<file path="src/rtl/dmem_io.sv">
// dmem_io: data-side memory for the single-cycle core: a local word RAM plus an IO region whose
// stores are posted through a FIFO. Define DMEM_IO_STATUS_EN to make IO-region loads return status.
module dmem_io #(
  parameter int unsigned RAM_WORDS  = 64,
  parameter logic [31:0] IO_BASE    = 32'h0000_1000,
  parameter int unsigned FIFO_DEPTH = 4
) (
  input  logic        clk,
  input  logic        reset,
  input  logic        MemWrite,
  input  logic [31:0] Addr,
  input  logic [31:0] WriteData,
  output logic [31:0] ReadData,
  output logic        io_valid,
  output logic [7:0]  io_addr,
  output logic [31:0] io_data,
  input  logic        io_ready,
  output logic        io_overflow
);

  localparam int unsigned RamAw = $clog2(RAM_WORDS);
  localparam int unsigned PtrW  = $clog2(FIFO_DEPTH);
  localparam int unsigned CntW  = PtrW + 1;
  localparam logic [CntW-1:0] CntFull = CntW'(FIFO_DEPTH);

  logic             is_io;
  logic             ctl_wr;
  logic             push_req;
  logic             push;
  logic             pop;
  logic             full;
  logic             drop;
  logic [RamAw-1:0] ram_idx;

  logic [31:0] ram       [RAM_WORDS];
  logic [7:0]  fifo_addr [FIFO_DEPTH];
  logic [31:0] fifo_data [FIFO_DEPTH];

  logic [PtrW-1:0] rd_ptr_q, rd_ptr_d;
  logic [PtrW-1:0] wr_ptr_q, wr_ptr_d;
  logic [CntW-1:0] count_q, count_d;
  logic            overflow_q, overflow_d;

  assign is_io    = (Addr >= IO_BASE);
  assign ram_idx  = Addr[RamAw+1:2];
  assign ctl_wr   = MemWrite && is_io && (Addr[7:0] == 8'hFC);
  assign push_req = MemWrite && is_io && (Addr[7:0] != 8'hFC);
  assign full     = (count_q == CntFull);
  assign pop      = io_valid && io_ready;
  // A pop frees the head slot in the same edge, so a push into a full FIFO still lands.
  assign push     = push_req && (!full || pop);
  assign drop     = push_req && full && !pop;

  always_comb begin
    rd_ptr_d   = rd_ptr_q;
    wr_ptr_d   = wr_ptr_q;
    count_d    = count_q;
    overflow_d = overflow_q;
    if (pop) begin
      rd_ptr_d = rd_ptr_q + PtrW'(1);
    end
    if (push) begin
      wr_ptr_d = wr_ptr_q + PtrW'(1);
    end
    if (push && !pop) begin
      count_d = count_q + CntW'(1);
    end else if (pop && !push) begin
      count_d = count_q - CntW'(1);
    end
    if (ctl_wr) begin
      overflow_d = 1'b0;
    end else if (drop) begin
      overflow_d = 1'b1;
    end
  end

  always_ff @(posedge clk or posedge reset) begin
    if (reset) begin
      rd_ptr_q   <= '0;
      wr_ptr_q   <= '0;
      count_q    <= '0;
      overflow_q <= 1'b0;
    end else begin
      rd_ptr_q   <= rd_ptr_d;
      wr_ptr_q   <= wr_ptr_d;
      count_q    <= count_d;
      overflow_q <= overflow_d;
    end
  end

  // Storage arrays are not reset; outputs are gated by io_valid instead.
  always_ff @(posedge clk) begin
    if (MemWrite && !is_io) begin
      ram[ram_idx] <= WriteData;
    end
    if (push) begin
      fifo_addr[wr_ptr_q] <= Addr[7:0];
      fifo_data[wr_ptr_q] <= WriteData;
    end
  end

  assign io_valid    = (count_q != '0);
  assign io_addr     = io_valid ? fifo_addr[rd_ptr_q] : 8'h00;
  assign io_data     = io_valid ? fifo_data[rd_ptr_q] : 32'h0;
  assign io_overflow = overflow_q;

  always_comb begin
    ReadData = ram[ram_idx];
    if (is_io) begin
`ifdef DMEM_IO_STATUS_EN
      ReadData = {overflow_q, {(31 - CntW){1'b0}}, count_q};
`else
      ReadData = 32'h0;
`endif
    end
  end

endmodule

</file>
<file path="config.mk">
export PLATFORM = sky130hd
export DESIGN_NAME = dmem_io
export DESIGN_NICKNAME = d
export VERILOG_FILES = /design/src/rtl/dmem_io.sv
export SDC_FILE = /design/constraint.sdc
export NUM_CORES = 2
export LEC_CHECK = 0
export BUFFER_PORTS_ARGS = -buffer_cell sky130_fd_sc_hd__buf_2
export CORE_MARGIN = 2
export CORE_UTILIZATION = 40
export DETAILED_ROUTE_END_ITERATION = 8
export GPL_ROUTABILITY_DRIVEN = 0
export PLACE_DENSITY = 0.55
export SETUP_SLACK_MARGIN = 0.05
export SYNTH_ARGS = -nofsm -noshare
export SYNTH_HDL_FRONTEND = slang
export SYNTH_SLANG_ARGS = --single-unit
</file>
<file path="constraint.sdc">
create_clock -name clk -period 4.8 [get_ports clk]
set_input_delay 0.96 -clock clk [delete_from_list [all_inputs] [get_ports clk]]
set_output_delay 0.96 -clock clk [all_outputs]
set_load 0.1 [all_outputs]
</file>
==> results.toml <==
[yosys]
yosysTopAreaCell = "edfxtp_1"
synth_area_leaders = "edfxtp_1 78%, mux4_2 6.4%, mux2_2 2.3%"
synthDistinctLibCells = 80
synth-main-ff-cell = "edfxtp_1"
synthArstFlopShare = 0.00361
synth-seq-area-share = 0.782
postSynthAreaPerCell_um2 = 19.5
syn_area_um2 = 85000
synth-edff-count = 2208
postSynthRegisterBits = 2216
synth_nets = 4439
yosys_warnings = 0
synth_top_area_frac = 0.780
syn_inst = 4365

[power]
combPwrFrac = 0.126
seq_power_share = 0.492
leakage_nw = 32.6
swShare = 0.265
p_clk_frac = 0.382
p_int_mw = 32.6
power.switching_mw = 11.7
ir_drop_mv = 0.795
total_power_mw = 44.3
powerDensity_nw_per_um2 = 435

[timing]
fin_skew_ns = 0.0156
grt_setup_unrepaired = "true"
hold_violations = 0
worst_pin_slew_ns = 1.25
maxSlewViolCount = 0
hold_slack_ns = 0.0835
slew_headroom = 0.164
period_minus_slack_ns = 4.81
tns_ns = -0.00620
fin_crit_sh = 1.00
fin_ws_ns = -0.00620
fmax_ghz = 0.208
finalSetupViolations = 1

[critical_path]
crit_required_ns = 3.84
worst-path-max-fanout = 21
path_class = "in -> out"
crit_path_end_kind = "output port"
start_kind = "input pin"
cp_data_arrival_time_ns = 3.85
cp_top_family = "buffers and inverters"
slowest_stage = "nor4_4"
crit_path_cell_trace = "buf_8 > buf_4 > inv_4 > buf_12 > nand2_1 > buf_4 > o22ai_2 > a211oi_2 > o2111ai_1 > nor4_4 > buf_12"
cp.depth = 11
critPathBufInv = 6
cpPeakStageDelay_ns = 0.37
rr_worst_depth = 9

[detailed_routing]
dr.pass1.iters = 7
drc_errors = 0
vias = 50000
wirelength_um = 300000
drtAntennaViolNets = 0
via_per_inst = 6.23
first_iter_violations = 7606
wl_per_cell_um = 37.4

[die]
start_util = 0.402
die-area_um2 = 216000
rows = 169
die_h_um = 465
io_pins = 142
fp.dieW_um = 465
fp.coreArea_um2 = 212000

[clock_network]
h-tree-depth = 4
cts_tree = "done"
numClockSinks = 2216
clk_path_buf_depth = 3
postCtsHoldBufs = 0
numCtsBuffers = 222
clk_pin_slew_ns = 0.06
root_buffer = "clkbuf_16"
insertion_delay_ns = 0.86

[placed_design]
place_area_um2 = 94700
io_buffer_count = 137
post-dp-hpwl_um = 186000
pre_cts_slack_ns = -0.256

[grt]
grt_use_total = 0.272
grt_pass1_wl_um = 405000
met2_usage = 0.414
first_global_vias = 47700
busiest_layer = "met2"
met1_usage = 0.380
grt-ovfl-total = 0
antenna_found_initial = 15
gr-usage-met3 = 0.0580
grt_max_degree = 69

[layout]
area_growth_pct = 19.7
num-fill-cells = 17600
fin_area_um2 = 102000
nNetsFinal = 5093
final_layout_size_suffix_gt1_frac = 0.301

[status]
violations = "setup timing"
run_status = "finished with violations"

[flow_run]
maxCapViolCount = 0

[worst_hold_path]
hold_class = "in -> async"
kinds of logic (layout without fill, tap and decap cells):
| kind of cell | after synthesis | after routing | synth area share |
|---|---|---|---|
| and+or+nand+nor | 469 | 469 | 0.0262 |
| AOI/OAI and AO/OA | 836 | 836 | 0.0665 |
| muxes | 537 | 537 | 0.103 |
| DFF | 2216 | 2216 | 0.782 |
| xor gates and xnor gates | 6 | 6 | 0.000618 |
| adders and majority gates | 6 | 6 | 0.000971 |
| other | 0 | 4 | 0 |
| buffers and inverters | 295 | 1131 | 0.0205 |
synthesized netlist by cell type (11+ instances only):
| cell | number |
|---|---|
| mux2_2 | 175 |
| nor3_1 | 16 |
| o21ai_0 | 118 |
| mux2i_1 | 111 |
| buf_2 | 98 |
| o22a_1 | 11 |
| o22ai_1 | 296 |
| a221oi_1 | 13 |
| edfxtp_1 | 2208 |
| a22oi_1 | 28 |
| mux4_2 | 242 |
| clkbuf_1 | 77 |
| and2_1 | 48 |
| buf_6 | 25 |
| nand3_1 | 27 |
| buf_4 | 61 |
| nand2_1 | 144 |
| a211oi_1 | 29 |
| buf_1 | 15 |
| nor4_1 | 28 |
| nor2_1 | 136 |
| and3_1 | 11 |
| a21oi_1 | 109 |
| o221ai_1 | 142 |
per-layer routing:
metal / routed length (um) / vias up
met4: 14700 / 10
met5: 63 / -
met3: 32600 / 584
met1: 117000 / 26600
met2: 136000 / 3240
li1: - / 19600
worst paths after layout:
check                                       start                        end  slack (ns)
max                                       Addr[3]               ReadData[26]      -0.006
min                                         reset     count_q[0]$_DFFE_PP0P_        0.08
max reg2reg                count_q[0]$_DFFE_PP0P_     count_q[2]$_DFFE_PP0P_        2.18
min reg2reg                count_q[2]$_DFFE_PP0P_     count_q[2]$_DFFE_PP0P_        0.48
max in group asynchronous                   reset    rd_ptr_q[1]$_DFFE_PP0P_        4.43
min in group clk                          Addr[1]  fifo_addr[2][1]$_DFFE_PP_        0.41
worst reg2reg max path, stage by stage, from the launching register on:
cell and delay (ns):
dfrtp_1 0.44, or3_1 0.62, buf_4 0.33, nand2_1 0.14, ha_1 0.18, inv_1 0.06
fa_1 0.37, xor2_1 0.15, nor2_1 0.11, xor2_1 0.15
area by class of cell:
class                           instances  area [um2]  area share
Inverter                               12        48.8    0.000479
Clock inverter                        114        1100      0.0108
Multi-Input combinational cell       1854       17700       0.174
Tap cell                             2821        3530      0.0347
Antenna cell                            4        10.0   0.0000983
Timing Repair Buffer                  713        7010      0.0688
Clock buffer                          292        5920      0.0582
Sequential cell                      2216       66500       0.653
registers in the layout, summed over array words and instances, names as in the netlist:
signal,cells
count_q,3
fifo_addr,32
fifo_data,128
io_overflow,1
ram,2048
rd_ptr_q,2
wr_ptr_q,2
timing repair:
item	4_1_cts	5_1_grt
pin swaps	1	1
endpoints found under the hold margin	0	0
endpoints found under the setup margin	7	11
gates cloned	0	1
gates resized for setup	6	8
setup buffers	0	2
layout by cell type, fill, tap and decap left out, drive strengths merged, types with 11 or more instances in the layout:
cell | netlist | routed
and3 | 11 | 11
bufinv | 0 | 15
nor3 | 16 | 16
o21ai | 120 | 120
mux4 | 250 | 250
nor2 | 137 | 137
o22a | 11 | 11
and2 | 49 | 49
a211oi | 30 | 30
mux2i | 111 | 111
mux2 | 176 | 176
edfxtp | 2208 | 2208
a22oi | 28 | 28
o221ai | 144 | 144
clkbuf | 77 | 293
nor4 | 28 | 28
inv | 12 | 15
buf | 206 | 712
nand3 | 27 | 27
o22ai | 296 | 296
nand2 | 145 | 145
a21oi | 109 | 109
a221oi | 14 | 14
clkinv | 0 | 93
through the flow:
stage / utilization / instances
after floorplan: - / 4365
after global placement: 0.447 / 7613
after detailed placement: 0.447 / 7613
after CTS: 0.480 / 8019
after global routing: 0.481 / 8022
final: 0.481 / 8026
power groups by stage:
stage | clock (mW) | sequential [mW] | combinational (mW)
6_report | 16.9 | 21.8 | 5.58
5_1_grt | 17.8 | 21.8 | 5.78
4_1_cts | 17.1 | 21.8 | 5.59
3_5_place_dp | 0 | 22.2 | 5.58
3_3_place_gp | 0 | 22.2 | 5.56
2_1_floorplan | 0 | 22.1 | 3.80
(Power assumes the default switching activity.)
